## config.mk

```make
export PLATFORM = sky130hd
export DESIGN_NAME = cam_ctrl
export DESIGN_NICKNAME = d
export VERILOG_FILES = /design/src/rtl/cam_pkg.sv /design/src/rtl/cam_prio_enc.sv /design/src/rtl/cam_ctrl.sv
export SDC_FILE = /design/constraint.sdc
export NUM_CORES = 1
export LEC_CHECK = 0
export BUFFER_PORTS_ARGS = -buffer_cell sky130_fd_sc_hd__buf_4
export CAP_MARGIN = 25
export CORE_UTILIZATION = 50
export CTS_BUF_LIST = sky130_fd_sc_hd__clkbuf_16
export CTS_CLUSTER_DIAMETER = 120
export CTS_CLUSTER_SIZE = 20
export DETAILED_ROUTE_END_ITERATION = 10
export GPL_TIMING_DRIVEN = 0
export PLACE_DENSITY_LB_ADDON = 0.12
export SYNTH_ARGS = -nofsm -noshare
export SYNTH_HDL_FRONTEND = slang
export SYNTH_HIERARCHICAL = 1
export SYNTH_SLANG_ARGS = --single-unit
```

## constraint.sdc

```tcl
create_clock -name clk_i -period 6.3 [get_ports clk_i]
set_clock_uncertainty 0.15 [all_clocks]
set_input_delay 0.945 -clock clk_i [delete_from_list [all_inputs] [get_ports clk_i]]
set_output_delay 0.945 -clock clk_i [all_outputs]
set_load 0.005 [all_outputs]
```

## src/rtl/cam_pkg.sv

```systemverilog
// Shared types and default sizes for the CAM request sequencer.
package cam_pkg;

  localparam int unsigned CAM_WIDTH      = 32;
  localparam int unsigned CAM_ADDR_WIDTH = 5;

  typedef enum logic [1:0] {
    OP_READ   = 2'd0,
    OP_WRITE  = 2'd1,
    OP_SEARCH = 2'd2,
    OP_INVAL  = 2'd3
  } cam_op_e;

  typedef enum logic [1:0] {
    ST_IDLE    = 2'd0,
    ST_ISSUE   = 2'd1,
    ST_CAPTURE = 2'd2,
    ST_RESP    = 2'd3
  } cam_state_e;

endpackage

```

## src/rtl/cam_prio_enc.sv

```systemverilog
// Lowest-index priority encoder over a match vector, with a multi-hit flag.
module cam_prio_enc #(
  parameter int unsigned DEPTH = 32,
  localparam int unsigned IW   = (DEPTH > 1) ? $clog2(DEPTH) : 1
) (
  input  logic [DEPTH-1:0] match_i,
  output logic             hit_o,
  output logic             multi_o,
  output logic [IW-1:0]    index_o
);

  // Scan high to low so the lowest set bit is the last one to claim the index.
  always_comb begin
    hit_o   = 1'b0;
    multi_o = 1'b0;
    index_o = '0;
    for (int i = DEPTH - 1; i >= 0; i--) begin
      if (match_i[i]) begin
        if (hit_o) multi_o = 1'b1;
        hit_o   = 1'b1;
        index_o = IW'(i);
      end
    end
  end

endmodule

```

## src/rtl/cam_ctrl.sv

```systemverilog
// Request sequencer for the CAM: one op in flight, strobes decoder, tracks valid bits.
module cam_ctrl
  import cam_pkg::*;
#(
  parameter int unsigned WIDTH      = CAM_WIDTH,
  parameter int unsigned ADDR_WIDTH = CAM_ADDR_WIDTH,
  localparam int unsigned DEPTH     = 1 << ADDR_WIDTH,
  localparam int unsigned CW        = ADDR_WIDTH + 1
) (
  input  logic                  clk_i,
  input  logic                  reset_i,
  input  logic                  req_valid_i,
  output logic                  req_ready_o,
  input  logic [1:0]            req_op_i,
  input  logic [ADDR_WIDTH-1:0] req_index_i,
  input  logic [WIDTH-1:0]      req_data_i,
  output logic                  read_enable_o,
  output logic [ADDR_WIDTH-1:0] read_index_o,
  output logic                  write_enable_o,
  output logic [ADDR_WIDTH-1:0] write_index_o,
  output logic                  search_enable_o,
  output logic [WIDTH-1:0]      cam_data_o,
  input  logic [WIDTH-1:0]      read_data_i,
  input  logic [DEPTH-1:0]      match_i,
  output logic                  resp_valid_o,
  input  logic                  resp_ready_i,
  output logic [1:0]            resp_op_o,
  output logic                  resp_hit_o,
  output logic                  resp_multi_o,
  output logic [ADDR_WIDTH-1:0] resp_index_o,
  output logic [WIDTH-1:0]      resp_data_o,
  output logic [CW-1:0]         count_o,
  output logic                  full_o
);

  cam_state_e            state_q, state_n;
  cam_op_e               op_q, op_n;
  logic [ADDR_WIDTH-1:0] index_q, index_n;
  logic [DEPTH-1:0]      valid_q, valid_n;
  logic [CW-1:0]         count_n;
  logic                  full_n, ready_n;

  logic                  rd_en_n, wr_en_n, sr_en_n;
  logic [ADDR_WIDTH-1:0] rd_idx_n, wr_idx_n;
  logic [WIDTH-1:0]      cam_data_n;

  logic                  resp_valid_n, hit_n, multi_n;
  logic [1:0]            resp_op_n;
  logic [ADDR_WIDTH-1:0] resp_index_n;
  logic [WIDTH-1:0]      resp_data_n;

  logic [DEPTH-1:0]      search_vec;
  logic                  enc_hit, enc_multi;
  logic [ADDR_WIDTH-1:0] enc_index;

  // Stale entries must never report a search hit.
  assign search_vec = match_i & valid_q;

  cam_prio_enc #(.DEPTH(DEPTH)) u_prio_enc (
    .match_i (search_vec),
    .hit_o   (enc_hit),
    .multi_o (enc_multi),
    .index_o (enc_index)
  );

  // State, request context, decoder strobes, response and occupancy registers.
  always_ff @(posedge clk_i or posedge reset_i) begin
    if (reset_i) begin
      state_q         <= ST_IDLE;
      op_q            <= OP_READ;
      index_q         <= '0;
      valid_q         <= '0;
      count_o         <= '0;
      full_o          <= 1'b0;
      req_ready_o     <= 1'b1;
      read_enable_o   <= 1'b0;
      read_index_o    <= '0;
      write_enable_o  <= 1'b0;
      write_index_o   <= '0;
      search_enable_o <= 1'b0;
      cam_data_o      <= '0;
      resp_valid_o    <= 1'b0;
      resp_op_o       <= '0;
      resp_hit_o      <= 1'b0;
      resp_multi_o    <= 1'b0;
      resp_index_o    <= '0;
      resp_data_o     <= '0;
    end else begin
      state_q         <= state_n;
      op_q            <= op_n;
      index_q         <= index_n;
      valid_q         <= valid_n;
      count_o         <= count_n;
      full_o          <= full_n;
      req_ready_o     <= ready_n;
      read_enable_o   <= rd_en_n;
      read_index_o    <= rd_idx_n;
      write_enable_o  <= wr_en_n;
      write_index_o   <= wr_idx_n;
      search_enable_o <= sr_en_n;
      cam_data_o      <= cam_data_n;
      resp_valid_o    <= resp_valid_n;
      resp_op_o       <= resp_op_n;
      resp_hit_o      <= hit_n;
      resp_multi_o    <= multi_n;
      resp_index_o    <= resp_index_n;
      resp_data_o     <= resp_data_n;
    end
  end

  // Next-state and next-output logic; strobes and decoder fields are only live in ISSUE.
  always_comb begin
    state_n      = state_q;
    op_n         = op_q;
    index_n      = index_q;
    valid_n      = valid_q;
    count_n      = count_o;
    rd_en_n      = 1'b0;
    wr_en_n      = 1'b0;
    sr_en_n      = 1'b0;
    rd_idx_n     = '0;
    wr_idx_n     = '0;
    cam_data_n   = '0;
    resp_valid_n = resp_valid_o;
    resp_op_n    = resp_op_o;
    hit_n        = resp_hit_o;
    multi_n      = resp_multi_o;
    resp_index_n = resp_index_o;
    resp_data_n  = resp_data_o;

    case (state_q)
      ST_IDLE: begin
        if (req_valid_i) begin
          op_n    = cam_op_e'(req_op_i);
          index_n = req_index_i;
          case (cam_op_e'(req_op_i))
            OP_READ: begin
              state_n  = ST_ISSUE;
              rd_en_n  = 1'b1;
              rd_idx_n = req_index_i;
            end
            OP_WRITE: begin
              state_n    = ST_ISSUE;
              wr_en_n    = 1'b1;
              wr_idx_n   = req_index_i;
              cam_data_n = req_data_i;
            end
            OP_SEARCH: begin
              state_n    = ST_ISSUE;
              sr_en_n    = 1'b1;
              cam_data_n = req_data_i;
            end
            default: begin
              // Invalidate needs no array access; answer straight away.
              state_n = ST_RESP;
              if (valid_q[req_index_i]) count_n = count_o - CW'(1);
              valid_n[req_index_i] = 1'b0;
              resp_valid_n = 1'b1;
              resp_op_n    = req_op_i;
              hit_n        = 1'b0;
              multi_n      = 1'b0;
              resp_index_n = req_index_i;
              resp_data_n  = '0;
            end
          endcase
        end
      end

      ST_ISSUE: begin
        if (op_q == OP_WRITE) begin
          state_n = ST_RESP;
          if (!valid_q[index_q]) count_n = count_o + CW'(1);
          valid_n[index_q] = 1'b1;
          resp_valid_n = 1'b1;
          resp_op_n    = op_q;
          hit_n        = 1'b0;
          multi_n      = 1'b0;
          resp_index_n = index_q;
          resp_data_n  = '0;
        end else begin
          state_n = ST_CAPTURE;
        end
      end

      ST_CAPTURE: begin
        state_n      = ST_RESP;
        resp_valid_n = 1'b1;
        resp_op_n    = op_q;
        if (op_q == OP_SEARCH) begin
          hit_n        = enc_hit;
          multi_n      = enc_multi;
          resp_index_n = enc_index;
          resp_data_n  = '0;
        end else begin
          hit_n        = valid_q[index_q];
          multi_n      = 1'b0;
          resp_index_n = index_q;
          resp_data_n  = read_data_i;
        end
      end

      ST_RESP: begin
        if (resp_ready_i) begin
          state_n      = ST_IDLE;
          resp_valid_n = 1'b0;
          resp_op_n    = '0;
          hit_n        = 1'b0;
          multi_n      = 1'b0;
          resp_index_n = '0;
          resp_data_n  = '0;
        end
      end

      default: begin
        state_n      = ST_IDLE;
        resp_valid_n = 1'b0;
      end
    endcase

    full_n  = (count_n == CW'(DEPTH));
    ready_n = (state_n == ST_IDLE);
  end

endmodule

```

Word level (Yosys, flattened, before mapping):

Index checks and enable logic that the tools add are counted.

* bitwise gates (word level): 4
* $add $sub $neg: 2
* order comparisons: 4
* multiplexer cells: 196
* reductions and logical operators: 11
* eq/ne operators: 12

Operator list (count)
* $mux W32: 11
* $mux W5: 43
* $pmux W32 S4: 1
* $mux W1: 117
* $and A32 B32 Y32: 2
* $pmux W32 S2: 1
* $not A32 Y32: 1
* $or A32 B32 Y32: 1
* $mux W6: 5
* $pmux W5 S4: 1
* $pmux W2 S4: 2
* $mux W2: 7
* $lt A5 B6 Y1 const B: 2
* $pmux W1 S4: 3
* $pmux W6 S2: 1
* $bmux W1 S5: 2
* $demux W1 S5: 2
* $ge A5 B1 Y1 const B: 2
* $eq A2 B2 Y1 const B: 4
* $ne A2 B2 Y1 const B: 4
* $reduce_and A4 Y1: 2
* $add A6 B1 Y6 const B: 1
* $eq A2 B1 Y1 const B: 3
* $eq A6 B6 Y1 const B: 1
* other kinds (7): 10

* word-level logic and storage cells: 248
* input port bits: 107
* output and inout port bits: 95
* register bits: 136

Depth between registers and ports, before layout:

Gate-level depths: netlist of the first run.

* depth in word-level cells: 66
* gate-level depth with buffers: 12
* mapped depth without buffers: 11

Modules after synthesis:

Netlist of the first run, hierarchy kept.

Modules (own cells, without submodules)
* cam_ctrl: times used 1, area each 6389.9 um^2, seq. area each 3404.5 um^2, cells each 592
* cam_prio_enc: times used 1, area each 681.9 um^2, seq. area each 0.0 um^2, cells each 108

Worst setup path before layout of the first run:

Ideal clock, no wire load.

* path type: input -> register
* from: input req_index_i[0]
* to: register full_o
* library setup time: 95 ps
* path slack: 3159 ps
* stages: 9
* arrival time: 2896 ps
* path buffers: 1
* data required time: 6055 ps
* cell sequence: buf_2 mux4_2 nand4_1 o221ai_1 a21oi_2 nor2_1 a221o_1 o211a_1 nor4b_2

* cells in the longest elaborated chain, start to end: 7

Ends and longest elaborated chain
* from (decl): RTL line cam_ctrl.sv:15 `input logic [ADDR_WIDTH-1:0] req_index_i,`
* $bmux W1 S5: RTL line cam_ctrl.sv:156 `if (valid_q[req_index_i]) count_n = count_o - CW'(1);`
* $mux W1 (not written as such): RTL line cam_ctrl.sv:156
* $mux W6: RTL line cam_ctrl.sv:156
* $mux W6: RTL line cam_ctrl.sv:136 `case (cam_op_e'(req_op_i))`
* $mux W6: RTL line cam_ctrl.sv:133 `if (req_valid_i) begin`
* $pmux W6 S2: RTL line cam_ctrl.sv:131 `case (state_q)`
* net count_n[4]: RTL line cam_ctrl.sv:40 `logic [CW-1:0] count_n;`
* $eq A6 B6 Y1: RTL line cam_ctrl.sv:220 `full_n = (count_n == CW'(DEPTH));`
* net full_n: RTL line cam_ctrl.sv:41 `logic full_n, ready_n;`
* to (signal assigned): RTL line cam_ctrl.sv:94 `full_o <= full_n;`
* to (decl): RTL line cam_ctrl.sv:33 `output logic full_o`

The timed path passes the listed nets, and every way through them passes these cells. The select of a mux whose other input is x is not followed.
A chain may end at the register's enable or synchronous reset.

Worst setup path in the final report of the first run:

* from: register state_q[1]
* to: register valid_q[23]

* cells in the longest elaborated chain, start to end: 3
* elaborated cells between the ends (all ways): 8
* classes of those cells: eq/ne (4); mux (1); reduce/logical (3)

Ends and longest elaborated chain
* from (decl): RTL line cam_ctrl.sv:36 `cam_state_e state_q, state_n;`
* from (signal assigned): RTL line cam_ctrl.sv:89 `state_q <= state_n;`
* $eq A2 B1 Y1 / $logic_not A2 Y1 (equally long branches): RTL line cam_ctrl.sv:131
* $ne A2 B2 Y1 (no line) / $reduce_bool A2 Y1 (equally long branches)
* $reduce_and A4 Y1 (no line)
* to (signal assigned): RTL line cam_ctrl.sv:92 `valid_q <= valid_n;`
* to (decl): RTL line cam_ctrl.sv:39 `logic [DEPTH-1:0] valid_q, valid_n;`

Parallel ways exist; a longest one is shown, timed or not.

==> metrics, run 1 <==
antenna violations before repair=0; GPL Wtd Cong=0.962; Worst Path Max Fanout=10; Post-CTS Setup Bufs=0; CTS buffer count=17; initial core utilization=0.511; max-slew violations=0; unrepaired setup endpoints after global routing=no; setup_tns=0 ns; Startpoint Class=register; Core Box Area=13,800 µm²; worst skew pair latency=0.43 ns; Die Area=14,600 µm²; Total Routing Usage GR=0.308; Yosys top cell area share=0.478; total vias in the final route=6,629; area leader, netlist=dfrtp_1; final setup fails=0; status=completed; peak supply drop=0.338 mV; Max Clock Freq=295 MHz; total power=0.00438 W; I/O pin cnt=202; TritonRoute pass-1 iters=6; grt total ovfl=0; DP HPWL=16,200 µm; fill count=1,070; clk sinks=136; post-synth cell types=61; number of synthesis warnings=6; die width=121 µm; Root Buffer=clkbuf_16; synth top area cells=dfrtp_1 (48%), and2_1 (7.1%), a22o_1 (4.2%); sequential area share after synthesis=0.481; hold-fix buffers at CTS=0; Row Count=43; CTS tree=built; hold violation total from the final report=0; P per Cell Area=465 nW/µm²; # resized after CTS=0; final cycle utilization of the critical path=0.538; clock-pin slew on the worst setup and hold paths=0.06 ns; via-per-instance ratio=5.96; drt initial violations=765; vias in the first global route=6,535; wirelength, routed=21,700 µm; critical path class=reg2reg; area grow syn2layout=33.2%; H-tree lvl count=4; Post-synth EDFFs=0; leak pwr=4.58 nW; Hold Path Class=reg2reg; first-pass GRT wire length=34,100 µm; diodes inserted=0; Worst EP required=6.46 ns; Clock Path Buffers=2; fin crit period=3.39 ns; residual DRC count=0; syn avg cell area=10.1 µm²; die height=121 µm; Slew HR=0.341; fin nets=1,036; synthesized net count=817; critical path capture point type=register; Post-Syn Area=7070 µm²; Routed Antenna Nets=0; Async S/R FF share, synth=1.00; Cells after Synth=700; ys flop type=dfrtp_1; arrival time at the worst endpoint=3.55 ns; largest net degree at the start of global routing=103; Least-Margin Pin Slew=0.981 ns; share of post-route cells with drive strength above 1=0.293; MaxCap Viol Count=0; WL/cell=19.5 µm; input/output buffers=198; register bit total from synthesis=136
-- cell families after synthesis --
group                    after synthesis  share of synthesized area
AND/OR/NAND/NOR                      259                      0.208
AO/OA/AOI/OAI                        195                      0.190
flip-flops                           136                      0.481
buffers and inverters                 64                     0.0349
multiplexers                          32                     0.0633
adder cells (fa/ha/maj)               11                     0.0191
XOR/XNOR                               3                    0.00372
-- where the power goes --
group	internal, W	switching, W
combinational	0.000862	0.00111
clock	0.000590	0.000418
sequential	0.00114	0.000255
total	0.00259	0.00179
-- per-stage QoR --
| stage | utilization | cell area [µm²] | setup WS, ns | instances | hold WS [ns] |
|---|---|---|---|---|---|
| after detailed placement | 0.638 | 8830 | 2.66 | 1080 | 0.324 |
| after floorplan | - | 7070 | 1.57 | 700 | 0.319 |
| after global routing | 0.681 | 9420 | 2.66 | 1112 | 0.366 |
| after global placement | 0.635 | 8780 | 0.277 | 1078 | 0.319 |
| final | 0.681 | 9420 | 2.91 | 1112 | 0.329 |
| after CTS | 0.681 | 9420 | 2.96 | 1112 | 0.337 |
-- state kept, by name (all words and copies together), names as in the netlist --
name	cells
cam_data_o	32
count_o	6
full_o	1
index_q	5
op_q	2
read_enable_o	1
read_index_o	5
req_ready_o	1
resp_data_o	32
resp_hit_o	1
resp_index_o	5
resp_multi_o	1
resp_op_o	2
resp_valid_o	1
search_enable_o	1
state_q	2
valid_q	32
write_enable_o	1
write_index_o	5
-- cells in the mapped netlist, drive strengths merged (13+ instances only) --
| library cell | count |
|---|---|
| and2 | 80 |
| dfrtp | 135 |
| nand3 | 17 |
| o21ai | 38 |
| and3 | 14 |
| nand2 | 47 |
| inv | 27 |
| a21oi | 54 |
| a22o | 34 |
| clkbuf | 33 |
| nor3 | 14 |
| a31oi | 13 |
| nor2 | 41 |
-- metal layers --
metal  vias to the layer above  GRT usage  part of all wire
met2                       388      0.494              0.48
met1                      3194      0.384              0.39
met4                         0      0.131             0.028
met5                         -          0                 0
li1                       2988          -                 -
met3                        59     0.0945              0.10
-- cell type report --
class / instances / area, µm² / share of cell area
Timing Repair Buffer: 200 / 1520 / 0.161
Tap cell: 180 / 225 / 0.0239
Sequential cell: 136 / 3400 / 0.361
Inverter: 27 / 106 / 0.0113
Multi-Input combinational cell: 500 / 3430 / 0.364
Buffer: 37 / 145 / 0.0154
Clock inverter: 15 / 165 / 0.0175
Clock buffer: 17 / 425 / 0.0452
-- worst max-delay path: stages, from the launching register on --
cell      delay, ns
dfrtp_1        0.43
inv_1          0.11
ha_1           0.16
clkbuf_1       0.33
and2_1         0.18
clkbuf_1       0.37
nand2_1        0.35
nor2_1         0.25
and3_1         0.18
clkbuf_1       0.44
nand3_1        0.14
nand2_1        0.10
o21ai_0        0.08
-- placed cells by master (no fill, tap or decap), types with 4 or more instances in the layout --
master / synthesis / layout
a21oi_1: 52 / 52
a221oi_1: 7 / 7
a22o_1: 34 / 34
a22oi_1: 6 / 6
a31oi_1: 13 / 13
a32oi_1: 5 / 5
and2_1: 80 / 80
and3_1: 14 / 14
buf_4: 1 / 199
clkbuf_1: 33 / 33
clkbuf_16: 0 / 17
clkinv_4: 0 / 4
dfrtp_1: 135 / 135
ha_1: 10 / 10
inv_1: 27 / 26
inv_6: 0 / 5
mux2_2: 12 / 12
mux2i_1: 11 / 11
mux4_2: 9 / 9
nand2_1: 47 / 47
nand2b_1: 9 / 9
nand3_1: 17 / 17
nand4_1: 5 / 5
nor2_1: 41 / 41
nor2b_1: 9 / 9
nor3_1: 14 / 14
nor3b_1: 4 / 4
nor4_1: 5 / 4
nor4_4: 5 / 5
o211a_1: 4 / 4
o21ai_0: 37 / 37
o31ai_1: 4 / 4
-- path summary, 6_finish.rpt --
check	from	to	slack [ns]	depth (start not counted)
min in group asynchronous	reset_i	cam_data_o[28]	0.35	2
max in group asynchronous	reset_i	valid_q[11]	4.88	3
setup / recovery	state_q[1]	valid_q[23]	2.91	12
hold reg to reg	resp_index_o[2]	resp_index_o[2]	0.33	2
setup reg to reg	state_q[1]	valid_q[23]	2.91	12
hold / removal	resp_index_o[2]	resp_index_o[2]	0.33	2
(Power assumes the default switching activity.)
==> run 2: changes to the inputs <==
==> constraint.sdc (replaced) <==
create_clock -name clk_i -period 3.5 [get_ports clk_i]
set_clock_uncertainty 0.15 [all_clocks]
set_input_delay 0.525 -clock clk_i [delete_from_list [all_inputs] [get_ports clk_i]]
set_output_delay 0.525 -clock clk_i [all_outputs]
set_load 0.005 [all_outputs]
==> run 2 against run 1 <==
Worst hold slack got worse by 0.26 ns; core utilization increased by 0.58 points; setup slack worse by 2.7 ns; via count down 0.36%; critical endpoint is now valid_q[4]; cell count about the same; sequential power up 80%; register-to-register slack worse by 2.7 ns; combinational power rose by 81%; clock power is 91% higher; final area rose by 0.85%; power grew 83%; non-clock buffer count unchanged.
==> metrics, run 2 (synthesis gave the netlist of run 1 again) <==
status=completed; critical path class=reg2reg; Root Buffer=clkbuf_16; antenna violations before repair=0 (unchanged); crit path from=state_q[1]; drt initial violations=636 (-17%); Seq pwr share=0.314 (-0.005); via-per-instance ratio=5.95 (-0.27%); Final Non-Filler Cells=1,111 (-0.090%); initial core utilization=0.511 (unchanged); first-pass GRT wire length=35,100 µm (+2.9%); commonest non-fill, non-tap cells in the layout=buf_4 (199), dfrtp_1 (135), and2_1 (80); diodes inserted=0 (unchanged); Top Registers=cam_data_o: 32 flops, resp_data_o: 32 flops, valid_q: 32 flops; hold violation total from the final report=0 (unchanged); GPL Wtd Cong=0.959 (-0.31%); TritonRoute pass-1 iters=5 (-1); area grow syn2layout=34.3%; Slew HR=0.394 (+0.0537); clk sinks=136 (unchanged); leak pwr=4.62 nW (+0.83%); MaxCap Viol Count=0 (unchanged); GRT met3 Usage=0.0804 (-0.0141); Clock power frac=0.240 (+0.010); Worst Path Max Fanout=10 (unchanged); worst r2r src=state_q[1]; I/O pin cnt=202 (unchanged); peak supply drop=0.470 mV (+39%); Internal=0.00487 W (+88%); wirelength, routed=22,200 µm (+2.2%); die width=121 µm (unchanged); Least-Margin Pin Slew=0.900 ns (-0.0807 ns); met2 usage=0.499 (+0.00500); arrival time at the worst endpoint=3.46 ns (-0.09 ns); Core Box Area=13,800 µm² (unchanged); P per Cell Area=846 nW/µm² (+82%); share of post-route cells with drive strength above 1=0.294 (+0.00139); largest net degree at the start of global routing=41 (-60%); Routed Antenna Nets=0 (unchanged); WL/cell=20.0 µm (+2.2%); input/output buffers=198 (unchanged); setup_tns=0 ns (unchanged); grt peak-use layer=met2; Worst EP required=3.62 ns (-2.84 ns); Max Clock Freq=300 MHz (+1.5%); CTS buffer count=17 (unchanged); Row Count=43 (unchanged); Psw=0.00316 W (+77%); critical path capture point type=register; residual DRC count=0 (unchanged); Die Area=14,600 µm² (unchanged); H-tree lvl count=4 (unchanged); most common cell after layout, fill and taps aside=buf_4; clock-pin slew on the worst setup and hold paths=0.06 ns (about the same); unrepaired setup endpoints after global routing=no; Sw Share=0.394 (-0.0139); Total Routing Usage GR=0.317 (+0.00885); total vias in the final route=6,605 (-0.36%); final cycle utilization of the critical path=0.953 (+0.416); CTS tree=built; final setup fails=0 (unchanged); fin nets=1,036 (unchanged); DP Cell Count=1,082 (+0.19%); grt total ovfl=0 (unchanged); Gate power share=0.446 (-0.005); RR Endpoint=valid_q[4]; Setup crit end=valid_q[4]; path depth of the worst reg2reg path=9 (-3); fin crit period=3.34 ns (-0.0515 ns); worst skew pair latency=0.42 ns (about the same); Clock Path Buffers=2 (unchanged); die height=121 µm (unchanged); max-slew violations=0 (unchanged); Startpoint Class=register; DP HPWL=16,500 µm (+1.8%); grt met1 use=0.409 (+0.0249); r2r setup slk=0.16 ns (-2.75 ns); Hold Path Class=in2async; vias in the first global route=6,563 (+0.43%)
run 2: metal layers:
layer	wire, µm	part of all wire	vias to the layer above
met3	2080	0.093	73
li1	-	-	2984
met4	772	0.035	0
met1	8850	0.40	3150
met2	10500	0.47	398
met5	0	0	-
run 2: how the worst min path moves through the flow:
stage               slack (ns)              end  cells after the start             from
finish                    0.07    cam_data_o[6]                      2          reset_i
global route              0.11    cam_data_o[6]                      2          reset_i
CTS                       0.08    cam_data_o[6]                      2          reset_i
detailed placement        0.33  resp_index_o[2]                      2  resp_index_o[2]
global placement          0.32  resp_index_o[3]                      2  resp_index_o[3]
floorplan                 0.32      valid_q[19]                      2      valid_q[19]
run 2: power by group through the flow:
stage               Combinational [W]  Clock [W]  Sequential [W]
global route                  0.00388    0.00202         0.00257
floorplan                     0.00222          0         0.00238
detailed placement            0.00349          0         0.00251
global placement              0.00340          0         0.00250
CTS                           0.00351    0.00195         0.00251
finish                        0.00358    0.00193         0.00252
run 2: stage by stage:
| step | cell area (µm²) | util | setup slack (ns) | hold slack [ns] | power (W) |
|---|---|---|---|---|---|
| after floorplan | 7080 | - | 0.760 | 0.319 | 0.00460 |
| after CTS | 9490 | 0.686 | 0.101 | 0.0816 | 0.00797 |
| after global placement | 8790 | 0.636 | -0.167 | 0.321 | 0.00590 |
| final | 9500 | 0.687 | 0.163 | 0.0697 | 0.00803 |
| after detailed placement | 8860 | 0.641 | 0.156 | 0.328 | 0.00600 |
| after global routing | 9500 | 0.687 | 0.00894 | 0.108 | 0.00847 |
run 2: cell type report:
class,instances,area [µm²]
fillers,1086,4330
multi-input cells,500,3440
flip-flops and latches,136,3400
repair buffers,202,1550
clock buffers,17,425
well taps,180,225
clock inverters,14,205
plain buffers,35,138
inverters,27,105
run 2: repair_timing:
| action | CTS | global route |
|---|---|---|
| buffers inserted | 0 | 0 |
| endpoints found under the setup margin | 0 | 26 |
| hold buffers | 0 | 0 |
| gates resized for setup | 0 | 3 |
run 2: worst max-delay path, cell delays in order (launching register included):
cell	delay (ns)
dfrtp_1	0.42
inv_1	0.11
ha_1	0.17
clkbuf_1	0.36
and2_1	0.19
clkbuf_1	0.40
nand2_2	0.28
nor4_1	0.74
buf_2	0.28
a21oi_1	0.09
==> run 3: changes to the inputs <==
--- a/config.mk
+++ b/config.mk
@@ -7,6 +7,7 @@
 export LEC_CHECK = 0
 export BUFFER_PORTS_ARGS = -buffer_cell sky130_fd_sc_hd__buf_4
 export CAP_MARGIN = 25
+export CORE_ASPECT_RATIO = 1.5
 export CORE_UTILIZATION = 50
 export CTS_BUF_LIST = sky130_fd_sc_hd__clkbuf_16
 export CTS_CLUSTER_DIAMETER = 120
==> run 3 against run 2 <==
Count of clock-buffer cells in the layout is the same; non-clock buffer count grew 1; sequential power is essentially flat; critical path depth shrank 1; wire length grew 6.5%; sequential share of layout area shrank 0.057 points; clock power grew 5%; flip-flop and latch count is the same; via count grew 1.2%; die area is essentially flat; core utilization grew 0.93 points; global-route usage grew 2.1 points; critical path type unchanged; critical endpoint is now full_o.
==> metrics, run 3 (synthesis gave the netlist of run 1 again) <==
status=completed; CTS tree=built; r2r setup slk=0.19 ns (+0.03 ns); fin crit period=3.31 ns (-0.0257 ns); H-tree lvl count=4 (unchanged); Post-CTS Setup Bufs=0 (unchanged); total vias in the final route=6,686 (+1.2%); Die Area=14,600 µm² (about the same); Top Registers=cam_data_o: 32 flops, resp_data_o: 32 flops, valid_q: 32 flops; wirelength, routed=23,600 µm (+6.5%); Least-Margin Pin Slew=1.10 ns (+0.204 ns); clock-pin slew on the worst setup and hold paths=0.06 ns (about the same); Total Routing Usage GR=0.338 (+0.0213); final cycle utilization of the critical path=0.946 (-0.00735); WL/cell=21.6 µm (+8.0%); path depth of the worst reg2reg path=8 (-1); CP cell instances=clkbuf_1 > mux4_2 > o211a_1 > nor4_4 > nand4_1 > xnor2_1 > a221o_1 > nor4b_2; share of post-route cells with drive strength above 1=0.296 (+0.00151); Routed Antenna Nets=0 (unchanged); Worst EP required=3.63 ns (about the same); area grow syn2layout=34.5%; CTS buffer count=17 (unchanged); via-per-instance ratio=6.11 (+2.7%); GPL Wtd Cong=1.02 (+6.3%); Startpoint Class=register; hold violation total from the final report=0 (unchanged); DP HPWL=18,100 µm (+10%); Clock Path Buffers=2 (unchanged); peak supply drop=0.595 mV (+27%); clk sinks=136 (unchanged); antenna violations before repair=1 (+1); crit path max-delay cell type=dfrtp_1; first-pass GRT wire length=37,300 µm (+6.3%); drt initial violations=470 (-26%); final setup fails=0 (unchanged); final core utilization=0.696 (+0.00934); arrival time at the worst endpoint=3.44 ns (-0.02 ns); die height=148 µm (+22%); worst skew pair latency=0.42 ns (about the same); Core Box Area=13,700 µm² (-1.2%); Slowest Stage Delay on Critical Path=0.52 ns (-0.22 ns); residual DRC count=0 (unchanged); worst hold margin=0.000481 ns (-0.0693 ns); P per Cell Area=867 nW/µm² (+2.5%); Worst Path Max Fanout=10 (unchanged); I/O pin cnt=202 (unchanged); largest net degree at the start of global routing=45 (+9.8%); Slew HR=0.258 (-0.137); Hold Path Class=in2async; unrepaired setup endpoints after global routing=no; input/output buffers=198 (unchanged); diodes inserted=0 (unchanged); most common cell after layout, fill and taps aside=buf_4; TritonRoute pass-1 iters=5 (unchanged); MaxCap Viol Count=0 (unchanged); Row Count=52 (+21%); worst r2r src=index_q[1]; leak pwr=4.63 nW (+0.27%); RR Endpoint=full_o; max-slew violations=0 (unchanged); Root Buffer=clkbuf_16; hold-fix buffers at CTS=0 (unchanged); critical path class=reg2reg; vias in the first global route=7,238 (+10%); initial core utilization=0.518 (+0.00614); critical path capture point type=register; die width=99.1 µm (-18%); commonest non-fill, non-tap cells in the layout=buf_4 (199), dfrtp_1 (135), and2_1 (79); fin nets=1,037 (+0.097%); grt total ovfl=0 (unchanged); Max Clock Freq=302 MHz (+0.78%)
==> run 3: layout make-up <==
class | count | area, µm²
timing repair buffer | 202 | 1550
clock buffer | 17 | 425
buffer | 36 | 141
inverter | 27 | 105
tap | 162 | 203
clock inverter | 15 | 248
multi-input combinational | 500 | 3430
fill | 1030 | 4150
sequential | 136 | 3400
==> run 3: worst max-delay path by stage <==
stage / start / to / slack (ns)
floorplan: state_q[1] / valid_q[18] / 0.76
global placement: state_q[1] / valid_q[18] / -0.33
detailed placement: state_q[0] / valid_q[29] / 0.06
CTS: state_q[0] / valid_q[29] / 0.03
global route: state_q[1] / valid_q[23] / 0.06
finish: index_q[1] / full_o / 0.19
==> run 3: worst max-delay path: cells and delay by family (launching register included) <==
| family | cells | cell delay (ns) |
|---|---|---|
| muxes | 1 | 0.43 |
| DFF | 1 | 0.52 |
| and+or+nand+nor | 3 | 0.75 |
| xor gates and xnor gates | 1 | 0.16 |
| buffers and inverters | 1 | 0.51 |
| AOI/OAI and AO/OA | 2 | 0.67 |
==> run 3: where the power goes <==
group          internal, W  switching, W
logic              0.00156       0.00215
registers          0.00206      0.000456
clock network      0.00134      0.000689
==> run 3: timing repair <==
action,CTS,global route
gates resized for setup,0,2
setup endpoints to repair,0,26
hold endpoints to repair,0,0
==> run 3: routing by layer <==
layer,vias to the layer above,GRT usage,share of wire
li1,2990,-,-
met2,416,0.627,0.54
met1,3171,0.337,0.32
met3,109,0.0719,0.077
met4,0,0.215,0.063
met5,-,0,0
==> run 3: through the flow <==
step	area (µm²)	power, W	setup slack (ns)	std cells	TNS, ns
global placement	8760	0.00597	-0.333	1060	-2.66
CTS	9510	0.00817	0.0270	1096	0
floorplan	7080	0.00460	0.760	700	0
global route	9510	0.00866	0.0636	1095	0
detailed placement	8840	0.00611	0.0605	1064	0
finish	9510	0.00825	0.189	1095	0
